==> config.mk <==
export PLATFORM = sky130hd
export DESIGN_NAME = reg_dump_streamer
export DESIGN_NICKNAME = d
export VERILOG_FILES = /design/src/rtl/reg_dump_streamer.sv
export SDC_FILE = /design/constraint.sdc
export NUM_CORES = 1
export LEC_CHECK = 0
export ABC_AREA = 0
export CAP_MARGIN = 0
export CORE_ASPECT_RATIO = 0.5
export CORE_MARGIN = 2
export CORE_UTILIZATION = 56
export CTS_CLUSTER_DIAMETER = 120
export DETAILED_ROUTE_END_ITERATION = 10
export GPL_TIMING_DRIVEN = 0
export PLACE_DENSITY = 0.89
export SLEW_MARGIN = 10
export SYNTH_ARGS = -nofsm -noshare
export SYNTH_HDL_FRONTEND = slang
export SYNTH_SLANG_ARGS = --single-unit
==> constraint.sdc <==
create_clock -name clock -period 6.11 [get_ports clock]
set_input_delay 1.222 -clock clock [delete_from_list [all_inputs] [get_ports clock]]
set_output_delay 1.222 -clock clock [all_outputs]
set_load 0.005 [all_outputs]
==> src/rtl/reg_dump_streamer.sv <==
// Debug read-out engine: walks a register ID range on the Mips read-out port and streams (id, data) beats.
// Optional feature macro REG_DUMP_CHECKSUM_EN appends an XOR checksum beat after the final register.
module reg_dump_streamer #(
    parameter int NUM_REGS   = 32,
    parameter int ID_WIDTH   = 5,
    parameter int DATA_WIDTH = 32
) (
    input  logic                  clock,
    input  logic                  reset,
    input  logic                  start,
    input  logic [ID_WIDTH-1:0]   first_id,
    input  logic [ID_WIDTH-1:0]   last_id,
    output logic                  busy,
    output logic                  done,
    output logic [ID_WIDTH-1:0]   reg_out_id,
    input  logic [DATA_WIDTH-1:0] reg_out_data,
    output logic                  out_valid,
    input  logic                  out_ready,
    output logic [ID_WIDTH-1:0]   out_id,
    output logic [DATA_WIDTH-1:0] out_data,
    output logic                  out_last,
    output logic                  out_sum
);
    localparam int CNT_W = $clog2(NUM_REGS + 2);

    typedef enum logic [1:0] {IDLE, RUN, DRAIN} state_t;

    typedef struct packed {
        logic [ID_WIDTH-1:0]   id;
        logic [DATA_WIDTH-1:0] data;
        logic                  last;
`ifdef REG_DUMP_CHECKSUM_EN
        logic                  sum;
`endif
    } beat_t;

    state_t           state_q, state_d;
    beat_t            buf_q [2];
    beat_t            push_beat, head;
    logic             wr_ptr_q, rd_ptr_q;
    logic [1:0]       occ_q;
    logic [CNT_W-1:0] remaining_q, span;
    logic             done_q;
    logic             start_acc, push, pop, finish, can_push;
`ifdef REG_DUMP_CHECKSUM_EN
    logic [ID_WIDTH-1:0]   last_id_q;
    logic [DATA_WIDTH-1:0] sum_q;
`endif

    function automatic logic [ID_WIDTH-1:0] next_id(input logic [ID_WIDTH-1:0] id);
        return (int'(id) == NUM_REGS - 1) ? '0 : id + 1'b1;
    endfunction

    assign head      = buf_q[rd_ptr_q];
    assign out_valid = (occ_q != 2'd0);
    assign pop       = out_valid && out_ready;
    // A pop in the same cycle frees the slot, so a full buffer can still take a push.
    assign can_push  = (occ_q != 2'd2) || pop;

    assign busy     = (state_q != IDLE);
    assign done     = done_q;
    assign out_id   = head.id;
    assign out_data = head.data;
    assign out_last = head.last;
`ifdef REG_DUMP_CHECKSUM_EN
    assign out_sum  = head.sum;
`else
    assign out_sum  = 1'b0;
`endif

    // Words in the range, wrapping through NUM_REGS-1 to 0 when first_id > last_id.
    always_comb begin
        if (last_id >= first_id)
            span = CNT_W'(last_id) - CNT_W'(first_id) + CNT_W'(1);
        else
            span = CNT_W'(NUM_REGS) - CNT_W'(first_id) + CNT_W'(last_id) + CNT_W'(1);
`ifdef REG_DUMP_CHECKSUM_EN
        span = span + CNT_W'(1);
`endif
    end

    always_comb begin
        push_beat.id   = reg_out_id;
        push_beat.data = reg_out_data;
        push_beat.last = (remaining_q == CNT_W'(1));
`ifdef REG_DUMP_CHECKSUM_EN
        push_beat.sum  = 1'b0;
        if (remaining_q == CNT_W'(1)) begin
            push_beat.id   = last_id_q;
            push_beat.data = sum_q;
            push_beat.sum  = 1'b1;
        end
`endif
    end

    always_ff @(posedge clock or posedge reset) begin
        if (reset) state_q <= IDLE;
        else       state_q <= state_d;
    end

    always_comb begin
        state_d   = state_q;
        start_acc = 1'b0;
        push      = 1'b0;
        finish    = 1'b0;
        unique case (state_q)
            IDLE: if (start) begin
                start_acc = 1'b1;
                state_d   = RUN;
            end
            RUN: if (can_push) begin
                push = 1'b1;
                if (remaining_q == CNT_W'(1)) state_d = DRAIN;
            end
            DRAIN: if (pop && head.last) begin
                finish  = 1'b1;
                state_d = IDLE;
            end
            default: state_d = IDLE;
        endcase
    end

    always_ff @(posedge clock or posedge reset) begin
        if (reset) begin
            buf_q[0]    <= '0;
            buf_q[1]    <= '0;
            wr_ptr_q    <= 1'b0;
            rd_ptr_q    <= 1'b0;
            occ_q       <= 2'd0;
            remaining_q <= '0;
            reg_out_id  <= '0;
            done_q      <= 1'b0;
`ifdef REG_DUMP_CHECKSUM_EN
            last_id_q   <= '0;
            sum_q       <= '0;
`endif
        end else begin
            done_q <= finish;
            if (start_acc) begin
                reg_out_id  <= first_id;
                remaining_q <= span;
`ifdef REG_DUMP_CHECKSUM_EN
                last_id_q   <= last_id;
                sum_q       <= '0;
`endif
            end
            if (push) begin
                buf_q[wr_ptr_q] <= push_beat;
                wr_ptr_q        <= ~wr_ptr_q;
                remaining_q     <= remaining_q - CNT_W'(1);
                reg_out_id      <= next_id(reg_out_id);
`ifdef REG_DUMP_CHECKSUM_EN
                if (!push_beat.sum) sum_q <= sum_q ^ push_beat.data;
`endif
            end
            if (pop) rd_ptr_q <= ~rd_ptr_q;
            occ_q <= occ_q + {1'b0, push} - {1'b0, pop};
        end
    end
endmodule

==> PnR_summary.wiki, run 1 <==
{| class="wikitable"
! Metric !! Value
|-
| Chip width || 135 µm
|-
| Wire length of the first global-routing pass || 15600 µm
|-
| Reported max-cap violation count || 0
|-
| Detailed-router iteration count before antenna repair || 4
|-
| Residual DRC || 0
|-
| VDD IR-drop max || 0.271 mV
|-
| Overall fraction of global-route tracks in use || 0.212
|-
| Critical path's top delay family || buffers and inverters
|-
| Result of the run || completed
|-
| Remaining number of nets flagged by the antenna check after routing || 0
|-
| Starting DRT DRC Count || 143
|-
| Critical-path top delay cell || sky130_fd_sc_hd__buf_1
|-
| Number of buffers added on ports || 91
|-
| Flip-flop and latch count after synthesis || 94
|-
| Count of endpoints failing hold in the final timing report || 0
|-
| Number of hold buffers added after cts || 0
|-
| Reg2reg path depth || 8
|-
| Layer with the highest usage after global routing || met2
|-
| Final setup violation count || 0
|-
| Clock Path Buffers || 2
|-
| Number of buffers created by CTS || 9
|-
| Most frequent cells after synthesis || sky130_fd_sc_hd__dfrtp_1, sky130_fd_sc_hd__mux2_2, sky130_fd_sc_hd__mux2_4, sky130_fd_sc_hd__inv_1, sky130_fd_sc_hd__ha_1
|-
| Number of inserted filler cells in the final layout || 533
|-
| Per-cell routed wire length || 16.5 µm
|-
| Achievable Freq || 280 MHz
|-
| Clk Latency, worst-skew pair || 0.34 ns
|-
| Post-synthesis async set-or-reset flop share || 1.00
|-
| Root Buffer || sky130_fd_sc_hd__clkbuf_16
|-
| Proportion of netlist area held by the largest area contributor || 0.489
|-
| Required time worst endpoint || 4.89 ns
|-
| Most common cell in the netlist || sky130_fd_sc_hd__dfrtp_1
|-
| Initial core utilization || 0.589
|-
| Final Routed Wirelength || 9400 µm
|-
| Antenna cells || 0
|-
| Global routing met1 resource utilization || 0.279
|-
| CP max FO || 10
|-
| Area of the die || 9390 µm²
|-
| Met2 capacity usage during global routing || 0.351
|-
| Transition time at the pin with the least slew margin || 0.606 ns
|-
| Number of resized instances in the post-cts repair step || 0
|-
| Period utilization || 0.585
|-
| Number of I/O pins || 93
|-
| Clk slew on worst S/H paths || 0.07 ns
|-
| Startpoint types || register
|-
| Via total after detailed routing || 2971
|-
| Detailed placement HPWL || 6650 µm
|-
| Cell-by-cell trace of the critical path || buf_2, buf_1, mux2_2, clkdlybuf4s50_1
|-
| Buffers inserted by post-CTS timing repair || 0
|-
| Met3 usage || 0.0490
|-
| Number of global-route vias before repair || 3151
|-
| Count of H-tree levels built during CTS || 3
|-
| Top post-synthesis cells by area || sky130_fd_sc_hd__dfrtp_1, sky130_fd_sc_hd__mux2_2, sky130_fd_sc_hd__mux2_4
|-
| Yosys Warn Count || 0
|-
| Leakage component of the power || 2.78 nW
|-
| Setup Crit Path Kind || reg -> out
|-
| Utilization after layout || 0.757
|-
| Total nets after synthesis || 413
|-
| Post-synthesis cell area || 4810 µm²
|-
| Post-Route Setup TNS || 0 ns
|-
| Gpl congestion || 0.840
|-
| Final #Nets || 516
|-
| Time the worst path needs with I/O delays and setup || 3.57 ns
|-
| Type of the most critical hold path || reg -> reg
|-
| CP Capture Type || output port
|-
| Non-Filler Cell Area, Final || 6180 µm²
|-
| Cell count of the worst hold path || 1
|-
| Maximum number of pins on one net before global-route repair || 57
|-
| Remaining global-route overflow || 0
|-
| Number of antenna violations at the first check in global routing || 0
|-
| Max-Slew Margin vs Limit || 0.596
|-
| Die Span Y || 69.5 µm
|-
| TritonCTS clock tree || built
|-
| Worst Path Arrival || 2.35 ns
|-
| Portion of the post-synthesis area used by sequential elements || 0.489
|-
| Buffering stage count on the worst path with inverters included || 3
|-
| Clock sink count || 94
|-
| Synthesis-to-finish area growth || 28.5%
|-
| Power density of the placed cells || 558 nW/µm²
|-
| Fraction of final layout cells sized beyond drive strength 1 || 0.338
|-
| Area of the core || 8170 µm²
|-
| Distinct cell type count of the synthesized netlist || 45
|-
| DP Area || 5890 µm²
|-
| Maximum clock skew at final layout || 0.00479 ns
|-
| Routed vias/inst || 5.23
|-
| Number of rows in the core area || 23
|-
| Power after layout || 3.45 mW
|-
| Critical Path Stages || 4
|-
| Pins over their slew limit || 0
|-
| Top cell type by total area after synthesis || sky130_fd_sc_hd__dfrtp_1
|-
| Setup repair after global routing missed its margin || false
|-
| Most instantiated flip-flop cell in the synthesis netlist || sky130_fd_sc_hd__dfrtp_1
|-
| Largest stage delay on the critical path || 0.51 ns
|-
| Syn Area/Cell || 13.8 µm²
|-
| Number of flops mapped to enable cells by yosys || 0
|-
| Post-synthesis instance total || 348
|}
worst register-to-register path, cell delays in order, from the launching register on:
cell	delay [ns]
sky130_fd_sc_hd__dfrtp_1	0.41
sky130_fd_sc_hd__nor3b_4	0.18
sky130_fd_sc_hd__nor3b_4	0.31
sky130_fd_sc_hd__inv_2	0.17
sky130_fd_sc_hd__ha_1	0.31
sky130_fd_sc_hd__inv_1	0.04
sky130_fd_sc_hd__ha_1	0.18
sky130_fd_sc_hd__xnor2_1	0.18
sky130_fd_sc_hd__xnor2_1	0.13
registers in the layout (all words and copies together) (netlist names):
| name | cells |
|---|---|
| rd_ptr_q | 1 |
| state_q | 2 |
| done | 1 |
| buf_q | 76 |
| reg_out_id | 5 |
| wr_ptr_q | 1 |
| remaining_q | 6 |
| occ_q | 2 |
where the power goes:
part / switching, mW / total [mW] / internal (mW)
sequential: 0.193 / 1.12 / 0.930
clock: 0.238 / 0.556 / 0.318
combinational: 0.609 / 1.77 / 1.16
total: 1.04 / 3.45 / 2.41
metal layers:
layer  routed length [µm]  up-vias
met3                  302       15
met5                    0        -
met4                  133        0
li1                     -     1424
met1                 4240     1467
met2                 4720       65
layout make-up:
cell class / count / area (µm²) / area share
clock buffer: 11 / 233 / 0.0376
timing repair buffer: 92 / 938 / 0.152
multi-input combinational: 213 / 2220 / 0.358
tap: 112 / 140 / 0.0227
buffer: 20 / 164 / 0.0265
clock inverter: 5 / 58.8 / 0.00951
inverter: 21 / 81.3 / 0.0132
sequential: 94 / 2350 / 0.380
per-stage QoR:
step | worst slack (ns) | cells | hold slack, ns
4_1_cts | 2.50 | 568 | 0.506
3_5_place_dp | 2.49 | 552 | 0.487
3_3_place_gp | 1.11 | 551 | 0.482
2_1_floorplan | 2.44 | 348 | 0.473
5_1_grt | 2.43 | 568 | 0.524
6_report | 2.54 | 568 | 0.501
worst paths after layout:
kind / to / start / slack (ns)
worst max register to register: occ_q[1]$_DFF_PP0_ / occ_q[1]$_DFF_PP0_ / 4.12
worst min register to register: buf_q[62]$_DFFE_PP0P_ / buf_q[62]$_DFFE_PP0P_ / 0.50
worst min-delay path: buf_q[62]$_DFFE_PP0P_ / buf_q[62]$_DFFE_PP0P_ / 0.50
max in group asynchronous: buf_q[9]$_DFFE_PP0P_ / reset / 4.20
min in group asynchronous: buf_q[63]$_DFFE_PP0P_ / reset / 1.29
worst max-delay path: out_data[16] / rd_ptr_q$_DFFE_PP0P_ / 2.54
cells by family (layout without fill, tap and decap cells):
logic type | after synthesis | after routing | share of synthesized area
xor gates and xnor gates | 8 | 8 | 0.0146
adders and majority gates | 19 | 19 | 0.0525
DFF | 94 | 94 | 0.489
other | 1 | 1 | 0.000779
muxes | 116 | 116 | 0.302
and+or+nand+nor | 40 | 40 | 0.0499
buffers and inverters | 41 | 149 | 0.0505
AOI/OAI and AO/OA | 29 | 29 | 0.0406
placed cells by master (no fill, tap or decap), types with 2 or more instances in the layout:
master                            count
sky130_fd_sc_hd__nand3_1              2
sky130_fd_sc_hd__nand2_1              7
sky130_fd_sc_hd__clkinvlp_4           2
sky130_fd_sc_hd__buf_1                2
sky130_fd_sc_hd__dfrtp_1             94
sky130_fd_sc_hd__a21o_1               2
sky130_fd_sc_hd__nor2_1               9
sky130_fd_sc_hd__buf_6                3
sky130_fd_sc_hd__a221o_1              3
sky130_fd_sc_hd__mux2_4              40
sky130_fd_sc_hd__nand2b_1             5
sky130_fd_sc_hd__clkbuf_1             4
sky130_fd_sc_hd__or2_2                3
sky130_fd_sc_hd__mux2_2              74
sky130_fd_sc_hd__clkbuf_16            9
sky130_fd_sc_hd__o21ai_0              7
sky130_fd_sc_hd__a21oi_1              7
sky130_fd_sc_hd__inv_1               19
sky130_fd_sc_hd__nand4_1              2
sky130_fd_sc_hd__ha_1                17
sky130_fd_sc_hd__a211oi_1             2
sky130_fd_sc_hd__fa_1                 2
sky130_fd_sc_hd__nor3_1               3
sky130_fd_sc_hd__nor3b_4              2
sky130_fd_sc_hd__buf_4                8
sky130_fd_sc_hd__clkdlybuf4s50_1     91
sky130_fd_sc_hd__mux2i_1              2
sky130_fd_sc_hd__buf_2                3
sky130_fd_sc_hd__xor2_1               2
sky130_fd_sc_hd__buf_12               2
sky130_fd_sc_hd__xnor2_1              6
Power figures use the tool's default switching activity.
==> inputs of run 2 (changes only) <==
Settings changed: CORE_UTILIZATION 56 to 47, PLACE_DENSITY 0.89 to 0.8.
Clock period 6.11 ns to 3.1 ns, I/O delays scaled along.
==> run 2 against run 1 <==
Global-route usage shrank 3.8 points. Flip-flop and latch count unchanged. Combinational power increased by 97%. Sequential share of layout area fell by 0.31 points. Sequential power grew 97%. Non-clock buffer count unchanged. Cell count up 4.9%. Power is 97% higher. Critical path depth unchanged. Utilization is 14 points lower. Critical path type unchanged. Highest routed layer unchanged.
==> PnR_summary.wiki, run 2 (synthesized netlist as in run 1, its figures left out) <==
{| class="wikitable"
! Metric !! Value
|-
| Result of the run || completed
|-
| Final Hold Slack || 0.501 ns (+0.000583 ns)
|-
| Gpl congestion || 0.829 (-1.4%)
|-
| Cell-by-cell trace of the critical path || buf_2, buf_1, mux2_2, clkdlybuf4s50_1
|-
| Setup repair after global routing missed its margin || false
|-
| Synthesis-to-finish area growth || 29.6%
|-
| Detailed-router iteration count before antenna repair || 6 (+2)
|-
| Buffers inserted by post-CTS timing repair || 0 (unchanged)
|-
| Placed Cells incl. Taps || 580 (+5.1%)
|-
| Count of endpoints failing hold in the final timing report || 0 (unchanged)
|-
| Critical path's top delay family || buffers and inverters
|-
| Count of H-tree levels built during CTS || 3 (unchanged)
|-
| Die Span Y || 75.5 µm (+8.6%)
|-
| Setup Crit Path Kind || reg -> out
|-
| Antenna cells || 0 (unchanged)
|-
| Clock Path Buffers || 2 (unchanged)
|-
| Post-route worst setup slack || 0.140 ns (-2.40 ns)
|-
| Fraction of final layout cells sized beyond drive strength 1 || 0.344 (+0.00658)
|-
| Clk slew on worst S/H paths || 0.07 ns (about the same)
|-
| Reported max-cap violation count || 0 (unchanged)
|-
| Final Routed Wirelength || 9170 µm (-2.4%)
|-
| Buffering stage count on the worst path with inverters included || 3 (unchanged)
|-
| Part of the total power dissipated in the clock network || 0.163 (+0.002)
|-
| Required time worst endpoint || 2.48 ns (-2.41 ns)
|-
| Power density of the placed cells || 1090 nW/µm² (+95%)
|-
| Flip-flop count of the largest register after layout || 76 (unchanged)
|-
| Largest registers in the final layout || buf_q x76, remaining_q x6, reg_out_id x5
|-
| Number of I/O pins || 93 (unchanged)
|-
| DP Area || 5930 µm² (+0.59%)
|-
| Share of total power in sequential cells || 0.325 (about the same)
|-
| Chip width || 147 µm (+8.9%)
|-
| Routed vias/inst || 4.99 (-4.7%)
|-
| Root Buffer || sky130_fd_sc_hd__clkbuf_16
|-
| Number of rows in the core area || 26 (+13%)
|-
| P_sw || 2.03 mW (+96%)
|-
| Detailed placement HPWL || 6580 µm (-0.97%)
|-
| Combinational power share || 0.512 (about the same)
|-
| Residual DRC || 0 (unchanged)
|-
| Leakage component of the power || 2.78 nW (+0.25%)
|-
| Number of buffers added on ports || 91 (unchanged)
|-
| Worst slack after detailed placement || 0.0887 ns (-2.40 ns)
|-
| Area of the die || 11100 µm² (+18%)
|-
| Transition time at the pin with the least slew margin || 0.615 ns (+0.00923 ns)
|-
| Startpoint of the lowest-slack hold path || buf_q[75]$_DFFE_PP0P_
|-
| Time the worst path needs with I/O delays and setup || 2.96 ns
|-
| Maximum number of pins on one net before global-route repair || 65 (+14%)
|-
| Initial core utilization || 0.477 (-0.112)
|-
| Clk Latency, worst-skew pair || 0.34 ns (about the same)
|-
| Overall fraction of global-route tracks in use || 0.173 (-0.0382)
|-
| Largest register by flop count || buf_q
|-
| Period utilization || 0.955
|-
| Maximum clock skew at final layout || 0.00408 ns (-0.000713 ns)
|-
| Number of antenna violations at the first check in global routing || 0 (unchanged)
|-
| Achievable Freq || 338 MHz
|-
| VDD IR-drop max || 0.411 mV (+52%)
|-
| Cell-internal power || 4.76 mW (+97%)
|-
| Area of the core || 10100 µm² (+23%)
|-
| Non-filler cells, final || 596 (+4.9%)
|-
| Final #Nets || 516 (unchanged)
|-
| Most common cell after layout, fill and taps aside || sky130_fd_sc_hd__dfrtp_1
|-
| Pins over their slew limit || 0 (unchanged)
|-
| Setup crit start || rd_ptr_q$_DFFE_PP0P_
|-
| Max-Slew Margin vs Limit || 0.590 (-0.00615)
|-
| Startpoint types || register
|-
| Per-cell routed wire length || 15.4 µm (-7.0%)
|-
| Leading cell types in the layout, fill and taps excluded || sky130_fd_sc_hd__dfrtp_1, sky130_fd_sc_hd__clkdlybuf4s50_1, sky130_fd_sc_hd__mux2_2, sky130_fd_sc_hd__mux2_4, sky130_fd_sc_hd__inv_1
|-
| Via total after detailed routing || 2972 (+0.034%)
|-
| TritonCTS clock tree || built
|-
| Sw frac || 0.299 (-0.00187)
|-
| Critical-path top delay cell || sky130_fd_sc_hd__buf_1
|-
| Type of the most critical hold path || reg -> reg
|-
| CP max FO || 10 (unchanged)
|-
| Largest stage delay on the critical path || 0.49 ns (-0.02 ns)
|-
| Worst reg2reg path startpoint || occ_q[1]$_DFF_PP0_
|-
| Utilization after layout || 0.618 (-0.138)
|-
| Worst Path Arrival || 2.34 ns (about the same)
|-
| Remaining number of nets flagged by the antenna check after routing || 0 (unchanged)
|-
| Number of global-route vias before repair || 3055 (-3.0%)
|-
| Wire length of the first global-routing pass || 15000 µm (-3.8%)
|-
| Starting DRT DRC Count || 104 (-27%)
|-
| Final setup violation count || 0 (unchanged)
|-
| Non-Filler Cell Area, Final || 6230 µm² (+0.83%)
|-
| Power after layout || 6.80 mW (+97%)
|-
| Clock sink count || 94 (unchanged)
|-
| Post-Route Setup TNS || 0 ns (unchanged)
|-
| CP Capture Type || output port
|-
| Number of buffers created by CTS || 9 (unchanged)
|-
| Remaining global-route overflow || 0 (unchanged)
|}
-- run 2: cell types whose count changed in the layout (fill, tap and decap cells not counted) --
| cell | previous run | this run |
|---|---|---|
| sky130_fd_sc_hd__clkbuf_1 | 4 | 2 |
| sky130_fd_sc_hd__clkinvlp_4 | 2 | 3 |
| sky130_fd_sc_hd__buf_1 | 2 | 1 |
| sky130_fd_sc_hd__inv_8 | 0 | 1 |
| sky130_fd_sc_hd__clkinv_4 | 0 | 1 |
| sky130_fd_sc_hd__clkinv_2 | 1 | 0 |
| sky130_fd_sc_hd__clkbuf_2 | 0 | 1 |
-- run 2: worst register-to-register path: cells and delay by family (launching register included) --
kind                   cells  cell delay (ns)
DFF                        1             0.41
buffers and inverters      3             0.51
and+or+nand+nor            3             0.59
muxes                      1             0.31
-- run 2: what timing repair did --
item                       CTS  global route
hold buffers                 0             0
resized for setup            0             1
setup endpoints to repair    0            10
-- run 2: path summary, 6_finish.rpt --
path | slack (ns) | depth (start not counted) | to
max | 0.14 | 4 | out_data[21]
min | 0.50 | 1 | buf_q[75]$_DFFE_PP0P_
max reg2reg | 1.16 | 7 | buf_q[49]$_DFFE_PP0P_
min reg2reg | 0.50 | 1 | buf_q[75]$_DFFE_PP0P_
max in group asynchronous | 1.82 | 3 | buf_q[18]$_DFFE_PP0P_
min in group asynchronous | 0.64 | 2 | buf_q[1]$_DFFE_PP0P_
-- run 2: layout make-up --
cell class / instances / area (µm²)
sequential: 94 / 2350
fill: 815 / 3850
inverter: 21 / 81.3
buffer: 20 / 165
timing repair buffer: 92 / 938
tap: 140 / 175
multi-input combinational: 213 / 2220
clock inverter: 7 / 81.3
clock buffer: 9 / 225
-- run 2: metal layers --
layer | routed length, µm | up-vias | global-route usage
li1 | - | 1426 | -
met1 | 4160 | 1496 | 0.219
met2 | 4670 | 46 | 0.310
met3 | 292 | 4 | 0.0443
met4 | 38 | 0 | 0.0395
met5 | 0 | - | 0
-- run 2: power groups by stage --
stage          clock [mW]  sequential [mW]  combinational [mW]
6_report             1.11             2.21                3.48
5_1_grt              1.19             2.30                3.77
4_1_cts              1.15             2.21                3.54
3_5_place_dp            0             2.22                3.52
3_3_place_gp            0             2.19                3.46
2_1_floorplan           0             2.10                2.32
==> inputs of run 3 (changes only) <==
Settings changed: MAX_ROUTING_LAYER from default to met4.
==> run 3 against run 2 <==
Hold slack improved by 0.00085 ns. Design area unchanged. Critical path depth unchanged. Clock-buffer cell count unchanged. Combinational power about the same. Global-route usage increased by 0.61 points. Via count increased by 0.37%. Clock skew about the same. Register-to-register slack about the same. Power about the same.
==> PnR_summary.wiki, run 3 (synthesized netlist as in run 1, its figures left out) <==
{| class="wikitable"
! Metric !! Value
|-
| Starting DRT DRC Count || 95 (-8.7%)
|-
| Transition time at the pin with the least slew margin || 0.611 ns (-0.00467 ns)
|-
| Leakage component of the power || 2.78 nW (unchanged)
|-
| Number of antenna violations at the first check in global routing || 0 (unchanged)
|-
| Final Hold Slack || 0.502 ns (+0.000852 ns)
|-
| Antenna cells || 0 (unchanged)
|-
| Flip-flop count of the largest register after layout || 76 (unchanged)
|-
| Max-Slew Margin vs Limit || 0.593 (+0.00311)
|-
| R2R setup slack || 1.16 ns (about the same)
|-
| Initial core utilization || 0.477 (unchanged)
|-
| Achievable Freq || 338 MHz (about the same)
|-
| Fraction of final layout cells sized beyond drive strength 1 || 0.344 (unchanged)
|-
| Reported max-cap violation count || 0 (unchanged)
|-
| Reg2reg path depth || 7 (unchanged)
|-
| Synthesis-to-finish area growth || 29.6% (unchanged)
|-
| R2r endpoint || buf_q[49]$_DFFE_PP0P_
|-
| Routed vias/inst || 5.01 (+0.37%)
|-
| Power after layout || 6.80 mW (about the same)
|-
| Remaining number of nets flagged by the antenna check after routing || 0 (unchanged)
|-
| Wire length of the first global-routing pass || 15000 µm (about the same)
|-
| Most common cell after layout, fill and taps aside || sky130_fd_sc_hd__dfrtp_1
|-
| Per-cell routed wire length || 15.4 µm (-0.17%)
|-
| Detailed placement HPWL || 6580 µm (unchanged)
|-
| Area of the core || 10100 µm² (unchanged)
|-
| Required time worst endpoint || 2.48 ns (about the same)
|-
| Clock Path Buffers || 2 (unchanged)
|-
| Final Routed Wirelength || 9150 µm (-0.17%)
|-
| VDD IR-drop max || 0.410 mV (about the same)
|-
| Largest stage delay on the critical path || 0.49 ns (about the same)
|-
| Worst reg2reg path startpoint || occ_q[1]$_DFF_PP0_
|-
| Number of hold buffers added after cts || 0 (unchanged)
|-
| Buffering stage count on the worst path with inverters included || 3 (unchanged)
|-
| Count of endpoints failing hold in the final timing report || 0 (unchanged)
|-
| Critical path's top delay family || buffers and inverters
|-
| Hold Crit Endpoint || buf_q[75]$_DFFE_PP0P_
|-
| Setup repair after global routing missed its margin || false
|-
| Maximum clock skew at final layout || 0.00444 ns (+0.000356 ns)
|-
| Time the worst path needs with I/O delays and setup || 2.96 ns (+0.00153 ns)
|-
| Number of rows in the core area || 26 (unchanged)
|-
| Critical-path top delay cell || sky130_fd_sc_hd__buf_1
|-
| Via total after detailed routing || 2983 (+0.37%)
|-
| Residual DRC || 0 (unchanged)
|-
| Final setup violation count || 0 (unchanged)
|-
| Buffers inserted by post-CTS timing repair || 0 (unchanged)
|-
| Result of the run || completed
|-
| Clk Latency, worst-skew pair || 0.34 ns (about the same)
|-
| Largest registers in the final layout || buf_q x76, remaining_q x6, reg_out_id x5
|-
| Count of H-tree levels built during CTS || 3 (unchanged)
|-
| Type of the most critical hold path || reg -> reg
|-
| Chip width || 147 µm (unchanged)
|-
| Leading cell types in the layout, fill and taps excluded || sky130_fd_sc_hd__dfrtp_1, sky130_fd_sc_hd__clkdlybuf4s50_1, sky130_fd_sc_hd__mux2_2, sky130_fd_sc_hd__mux2_4, sky130_fd_sc_hd__inv_1
|-
| Overall fraction of global-route tracks in use || 0.180 (+0.00612)
|-
| Gpl congestion || 0.841 (+1.5%)
|-
| Final #Nets || 516 (unchanged)
|-
| Power density of the placed cells || 1090 nW/µm² (about the same)
|-
| Period utilization || 0.955 (about the same)
|-
| Number of global-route vias before repair || 3056 (+0.033%)
|-
| Die Span Y || 75.5 µm (unchanged)
|-
| Startpoint types || register
|-
| Number of buffers created by CTS || 9 (unchanged)
|-
| Number of I/O pins || 93 (unchanged)
|-
| Largest register by flop count || buf_q
|-
| Remaining global-route overflow || 0 (unchanged)
|-
| Worst Path Arrival || 2.34 ns (about the same)
|-
| Detailed-router iteration count before antenna repair || 4 (-2)
|-
| CP Capture Type || output port
|-
| Number of buffers added on ports || 91 (unchanged)
|-
| Setup Crit Path Kind || reg -> out
|-
| TritonCTS clock tree || built
|-
| Pins over their slew limit || 0 (unchanged)
|-
| Clock sink count || 94 (unchanged)
|-
| Root Buffer || sky130_fd_sc_hd__clkbuf_16
|-
| Area of the die || 11100 µm² (unchanged)
|-
| Clk slew on worst S/H paths || 0.07 ns (about the same)
|-
| Startpoint of the lowest-slack hold path || buf_q[75]$_DFFE_PP0P_
|-
| Cell-by-cell trace of the critical path || buf_2, buf_1, mux2_2, clkdlybuf4s50_1
|-
| Number of inserted filler cells in the final layout || 815 (unchanged)
|-
| Maximum number of pins on one net before global-route repair || 65 (unchanged)
|-
| Cell count of the worst hold path || 1 (unchanged)
|-
| CP max FO || 10 (unchanged)
|}
==> run 3: final cells by class <==
cell class / instances / area [µm²] / area share
flip-flops and latches: 94 / 2350 / 0.377
multi-input cells: 213 / 2220 / 0.355
repair buffers: 92 / 938 / 0.151
clock buffers: 9 / 225 / 0.0361
well taps: 140 / 175 / 0.0281
plain buffers: 20 / 165 / 0.0265
clock inverters: 7 / 81.3 / 0.0130
inverters: 21 / 81.3 / 0.0130
==> run 3: what timing repair did <==
item	CTS	global route
setup endpoints to repair	0	10
gates resized for setup	0	1
endpoints found under the hold margin	0	0
==> run 3: through the flow <==
| stage | area, µm² | worst slack (ns) | utilization | cells | TNS, ns |
|---|---|---|---|---|---|
| 2_1_floorplan | 4810 | 0.0313 | - | 348 | 0 |
| 3_3_place_gp | 5900 | -1.41 | 0.585 | 579 | -132.43 |
| 3_5_place_dp | 5930 | 0.0887 | 0.588 | 580 | 0 |
| 4_1_cts | 6230 | 0.0629 | 0.618 | 596 | 0 |
| 5_1_grt | 6230 | 0.00859 | 0.618 | 596 | 0 |
| 6_report | 6230 | 0.138 | 0.618 | 596 | 0 |
==> run 3: report_power, final <==
part | internal (mW) | leakage [nW] | switching (mW) | total, mW
Clock | 0.634 | 0.140 | 0.475 | 1.11
Combinational | 2.30 | 1.53 | 1.19 | 3.48
Sequential | 1.83 | 1.11 | 0.374 | 2.21
Total | 4.76 | 2.78 | 2.04 | 6.80
==> run 3: worst max path at each step <==
stage                         start                    endpoint  slack (ns)  cells past startpoint
2_1_floorplan                 reset        buf_q[0]$_DFFE_PP0P_        0.03                      1
3_3_place_gp                  reset       buf_q[68]$_DFFE_PP0P_       -1.41                      2
3_5_place_dp            first_id[1]  remaining_q[5]$_DFFE_PP0P_        0.09                     12
4_1_cts        rd_ptr_q$_DFFE_PP0P_                 out_data[8]        0.06                      4
5_1_grt        rd_ptr_q$_DFFE_PP0P_                out_data[26]       0.009                      4
6_report       rd_ptr_q$_DFFE_PP0P_                out_data[21]        0.14                      4
==> run 3: worst register-to-register path, delay by kind of cell (launching register included) <==
family | cells | cell delay, ns
AND/OR/NAND/NOR | 3 | 0.59
buffers and inverters | 3 | 0.51
flip-flops | 1 | 0.41
multiplexers | 1 | 0.31
==> run 3: per-layer routing <==
metal	up-vias	global-route usage	wire, µm
met2	48	0.309	4660
met3	4	0.0431	299
met4	0	0.0395	43
li1	1422	-	-
met1	1509	0.222	4150
met5	-	-	0
